**src/rtl/ras_ckpt_stack.sv**
```systemverilog
// ras_ckpt_stack: checkpointable return-address stack.
//
// Circular stack of RAS_DEPTH return targets. Calls push, returns pop, and a
// mispredict restore reloads the top pointer and occupancy from a checkpoint
// without touching the stored targets. A push into a full stack wraps and
// overwrites the oldest entry.
//
// Optional feature macro: RAS_RESTORE_EN
//   defined   -> update_valid restores ras_index/ras_count and blocks
//                same-cycle push/pop.
//   undefined -> update_* inputs are ignored; push/pop always proceed.
//
// Ports:
//   CLK              in   clock, rising-edge state updates
//   RST              in   asynchronous active-high reset
//   link_valid       in   push request (call)
//   link_target      in   return target to push
//   ret_valid        in   pop request (return)
//   update_valid     in   restore request (mispredict)
//   update_ras_index in   checkpointed top pointer
//   update_ras_count in   checkpointed occupancy (clamped to RAS_DEPTH)
//   ret_target       out  predicted return target, stack[ras_index]
//   ras_index        out  current top pointer
//   ras_count        out  current occupancy
//   ras_empty        out  high when ras_count == 0
module ras_ckpt_stack #(
  parameter  int RAS_DEPTH        = 8,
  parameter  int RAS_TARGET_WIDTH = 10,
  localparam int LOG_RAS_DEPTH    = $clog2(RAS_DEPTH)
) (
  input  logic                        CLK,
  input  logic                        RST,
  input  logic                        link_valid,
  input  logic [RAS_TARGET_WIDTH-1:0] link_target,
  input  logic                        ret_valid,
  input  logic                        update_valid,
  input  logic [LOG_RAS_DEPTH-1:0]    update_ras_index,
  input  logic [LOG_RAS_DEPTH:0]      update_ras_count,
  output logic [RAS_TARGET_WIDTH-1:0] ret_target,
  output logic [LOG_RAS_DEPTH-1:0]    ras_index,
  output logic [LOG_RAS_DEPTH:0]      ras_count,
  output logic                        ras_empty
);

  localparam logic [LOG_RAS_DEPTH:0]   FULL_CNT = (LOG_RAS_DEPTH+1)'(RAS_DEPTH);
  localparam logic [LOG_RAS_DEPTH:0]   ZERO_CNT = {(LOG_RAS_DEPTH+1){1'b0}};
  localparam logic [LOG_RAS_DEPTH:0]   ONE_CNT  = (LOG_RAS_DEPTH+1)'(1);
  localparam logic [LOG_RAS_DEPTH-1:0] ONE_IDX  = (LOG_RAS_DEPTH)'(1);

  logic [RAS_TARGET_WIDTH-1:0] stack_q [RAS_DEPTH];
  logic [LOG_RAS_DEPTH-1:0]    index_q, index_d;
  logic [LOG_RAS_DEPTH:0]      count_q, count_d;
  logic                        wr_en_s;
  logic [LOG_RAS_DEPTH-1:0]    wr_idx_s;
  logic                        restore_s;

`ifdef RAS_RESTORE_EN
  assign restore_s = update_valid;
`else
  // Restore inputs stay on the port list but have no effect in this build.
  logic unused_update_s;
  assign unused_update_s = ^{update_valid, update_ras_index, update_ras_count};
  assign restore_s       = 1'b0;
`endif

  // Zero-latency prediction straight from the current top entry.
  assign ret_target = stack_q[index_q];
  assign ras_index  = index_q;
  assign ras_count  = count_q;
  assign ras_empty  = (count_q == ZERO_CNT);

  // Next-state pointer/occupancy and the single stack write port.
  always_comb begin
    index_d  = index_q;
    count_d  = count_q;
    wr_en_s  = 1'b0;
    wr_idx_s = index_q;
    if (restore_s) begin
      // Restore wins over same-cycle push/pop and never writes the stack.
      index_d = update_ras_index;
      count_d = (update_ras_count > FULL_CNT) ? FULL_CNT : update_ras_count;
    end else if (link_valid && ret_valid) begin
      // Call and return together replace the top entry in place.
      wr_en_s = 1'b1;
      count_d = (count_q == ZERO_CNT) ? ONE_CNT : count_q;
    end else if (link_valid) begin
      index_d  = index_q + ONE_IDX;
      wr_en_s  = 1'b1;
      wr_idx_s = index_q + ONE_IDX;
      count_d  = (count_q == FULL_CNT) ? FULL_CNT : (count_q + ONE_CNT);
    end else if (ret_valid) begin
      // Popping an empty stack leaves everything as it was.
      if (count_q != ZERO_CNT) begin
        index_d = index_q - ONE_IDX;
        count_d = count_q - ONE_CNT;
      end else begin
        index_d = index_q;
        count_d = count_q;
      end
    end else begin
      index_d = index_q;
      count_d = count_q;
    end
  end

  // Pointer and occupancy registers.
  always_ff @(posedge CLK or posedge RST) begin
    if (RST) begin
      index_q <= {LOG_RAS_DEPTH{1'b0}};
      count_q <= ZERO_CNT;
    end else begin
      index_q <= index_d;
      count_q <= count_d;
    end
  end

  // Stack storage; reset clears every entry so no stale target survives.
  always_ff @(posedge CLK or posedge RST) begin
    if (RST) begin
      for (int i = 0; i < RAS_DEPTH; i++) begin
        stack_q[i] <= {RAS_TARGET_WIDTH{1'b0}};
      end
    end else if (wr_en_s) begin
      stack_q[wr_idx_s] <= link_target;
    end else begin
      stack_q[wr_idx_s] <= stack_q[wr_idx_s];
    end
  end

endmodule

```
**config.mk**
```make
export PLATFORM = sky130hd
export DESIGN_NAME = ras_ckpt_stack
export DESIGN_NICKNAME = d
export VERILOG_FILES = /design/src/rtl/ras_ckpt_stack.sv
export SDC_FILE = /design/constraint.sdc
export NUM_CORES = 1
export LEC_CHECK = 0
export ABC_AREA = 1
export CAP_MARGIN = 0
export CORE_MARGIN = 10
export CORE_UTILIZATION = 54
export DETAILED_ROUTE_END_ITERATION = 8
export PLACE_DENSITY = 0.88
export SETUP_SLACK_MARGIN = 0.15
export SLEW_MARGIN = 0
export SYNTH_ARGS = -nofsm -noshare
export SYNTH_HDL_FRONTEND = slang
export SYNTH_SLANG_ARGS = --single-unit
```
**constraint.sdc**
```tcl
create_clock -name CLK -period 3 [get_ports CLK]
set_clock_uncertainty 0.15 [all_clocks]
set_input_delay 0.6 -clock CLK [delete_from_list [all_inputs] [get_ports CLK]]
set_output_delay 0.6 -clock CLK [all_outputs]
set_load 0.02 [all_outputs]
```
==> summary.txt <==
Cells and area
  • Area of the multi-input gates: 2900 um^2
  • Layout net count: 944
  • Fraction of final layout cells sized beyond drive strength 1: 10.4%
  • Fin util: 64.7%
  • # diodes: 0
  • Most frequent cells in the layout: 380 x nand2_1, 124 x nor2_1, 86 x dfrtp_1, 56 x inv_1, 56 x o21ai_0
  • Commonest non-fill, non-tap cell in the layout: nand2_1
  • Synth-to-Final Area Change: 16.0%
  • FF+latch area: 2180 um^2
  • Fill count: 849

Clocking
  • Num CTS Buffers: 9
  • H-Tree Depth: 3
  • Number of clock sinks: 87
  • Clk slew on worst S/H paths: 90 ps
  • Worst skew pair latency: 370 ps
  • CTS tree: done
  • Root buffer cell: clkbuf_8
  • Clock Tree Buf Depth: 2
  • Hold Buf Count CTS: 0

Setup path
  • Reg2Reg Setup Slack: 340 ps
  • CP Launch Type: register
  • RR Endpoint: stack_q[14]
  • Slowest-stage cell, CP: dfrtp_2
  • CP peak stage delay: 490 ps
  • CP Depth: 7
  • Critical path class: reg -> out
  • FF-to-FF path depth: 13
  • Data required, critical path: 2250 ps
  • Setup crit end kind: primary output
  • R2r startpoint: ras_index[0]
  • CP Cell Sequence: inv_2 -> buf_12 -> nor2_1 -> o21ai_0 -> a21oi_1 -> a31oi_1 -> dlygate4sd2_1
  • Critical path origin: ras_index[0]
  • CP top delay family: buffers and inverters
  • Worst Setup EP: ret_target[2]
  • Buf/Inv on CP: 3
  • Worst-path maximum fanout: 28
  • CP arrival: 2060 ps

Route
  • Remaining routing DRC violations: 0
  • Via density: 5.48
  • Initial DRT Pass Iterations: 5
  • DRT iter0 DRCs: 722
  • DR WL/cell: 15.0 um
  • Routed WL: 15900 um
  • Routed vias: 5785
  • Routed Antenna Nets: 0

Hold path
  • Hold crit path type: in -> async

Power
  • Sequential power share: 29.7%
  • Switching pwr: 3.62 mW
  • Switching Share: 50.3%
  • Pwr dens: 1130 nW/um^2
  • Clk pwr share: 10.4%
  • Gate power share: 59.9%
  • Leakage: 3.44 nW
  • Internal: 3.57 mW
  • Max VDD drop: 0.000512 V

Synthesis
  • Post-Syn Instances: 868
  • Synthesized area per cell: 6.34 um^2
  • Post-synth ARST share: 100%
  • Flops & latches, synth: 87
  • Post-synth EDFFs: 0
  • Unique masters post-synth: 27
  • Net Count, Synth: 894
  • Yosys warns: 0
  • Ys flop type: dfrtp_1
  • Register area share after synthesis: 39.6%
  • Synth Cell Area: 5500 um^2

Timing
  • Fin crit period: 2810 ps
  • Final setup violation count: 0
  • Max-slew violation count: 0
  • Max frequency: 356 MHz
  • Worst Tran Pin Value: 590 ps
  • Max_slew headroom: 60.5%
  • RSZ-0062 raised after global routing: false
  • Crit share post-route: 93.5%
  • Total negative slack: 0 ps
  • Final Hold Fails: 0

Global routing
  • Largest net degree at the start of global routing: 46
  • GRT met3 Usage: 2.33%
  • GRT Max-Usage Layer: met2
  • Initial antenna violation count: 0
  • Met1 Track Usage GR: 28.2%
  • Gr ovfl total: 0
  • M2 GR Usage: 35.5%
  • First-pass GRT wire length: 26100 um
  • Vias in the first global route: 5365
  • GRT Overall Usage: 22.0%

Job
  • Total of max-cap violations: 0

Place
  • Gp weighted congestion: 0.905
  • Dpl hpwl: 10800 um
  • PortBufs: 31

Floorplan
  • DIE AREA: 14600 um^2
  • Die height: 121 um
  • Row count: 36
  • Die Width: 121 um
  • # IOs: 40
  • Starting Density: 55.8%
  • Core area: 9860 um^2

Run status
  • Status: finished, final reports clean
## synthesized netlist by cell type (7+ instances only)
master,n,area share [%]
nor2_1,124,8.5
nand3_2,8,1.5
nand2_2,7,0.80
inv_1,57,3.9
dfrtp_1,87,40
nand3_1,30,2.7
o211ai_1,12,1.6
o21ai_0,56,5.1
a31oi_1,10,1.1
clkbuf_1,26,1.8
a21oi_1,27,2.5
nand2_1,380,26
buf_2,12,1.1
## per-stage QoR
| stage | power [mW] | setup slack (ps) | hold WS (ps) | cells | instance area [um^2] |
|---|---|---|---|---|---|
| 3_3_place_gp | 6.36 | 167 | 312 | 1040 | 6250 |
| 6_report | 7.19 | 194 | 338 | 1056 | 6380 |
| 3_5_place_dp | 6.49 | 115 | 315 | 1040 | 6250 |
| 4_1_cts | 7.15 | 121 | 338 | 1056 | 6410 |
| 2_1_floorplan | 4.90 | 275 | 299 | 868 | 5500 |
| 5_1_grt | 7.77 | 162 | 350 | 1056 | 6380 |
## area by class of cell
class	instances	share of cell area, %
inverters	64	3.86
well taps	133	2.61
multi-input cells	675	45.4
clock buffers	11	2.06
clock inverters	5	0.549
flip-flops and latches	87	34.1
repair buffers	81	11.4
## power by group through the flow
stage / Clock (mW) / Sequential (mW) / Combinational [mW]
after floorplan: 0 / 2.07 / 2.82
after global placement: 0 / 2.12 / 4.24
after detailed placement: 0 / 2.14 / 4.35
after CTS: 0.749 / 2.12 / 4.28
after global routing: 0.798 / 2.20 / 4.77
final: 0.745 / 2.14 / 4.31
## routing by layer
layer	up-vias	part of all wire, %	wire length (um)
met5	-	0	0
met4	0	4.0	637
met3	56	8.9	1420
met2	292	46	7370
met1	2636	41	6450
li1	2801	-	-
## logic make-up after synthesis
| group | share of synthesized area [%] |
|---|---|
| xor gates and xnor gates | 0.796 |
| buffers and inverters | 7.76 |
| DFF | 39.6 |
| AOI/OAI and AO/OA | 10.9 |
| adders and majority gates | 0.910 |
| and+or+nand+nor | 40.0 |
## worst min path at each step
stage,end,cells after the start
final,stack_q[16],2
after global routing,stack_q[16],2
after detailed placement,stack_q[35],2
after global placement,stack_q[58],2
after floorplan,stack_q[23],2
after CTS,stack_q[53],2
## worst register-to-register path, delay by kind of cell (launching register included)
kind                     cells  cell delay, ps
adder cells (fa/ha/maj)      1             280
flip-flops                   1             490
buffers and inverters        4             770
AND/OR/NAND/NOR              8             920
## repair_timing
action	in CTS	in global routing
endpoints found under the hold margin	0	0
gates resized for setup	11	22
setup buffers	0	0
endpoints found under the setup margin	10	8
## sequential cells by signal, summed over array words and instances (netlist names)
| register | count |
|---|---|
| ras_index | 3 |
| ras_count | 4 |
| stack_q | 80 |
No activity file was read; power rests on OpenSTA's default activity.
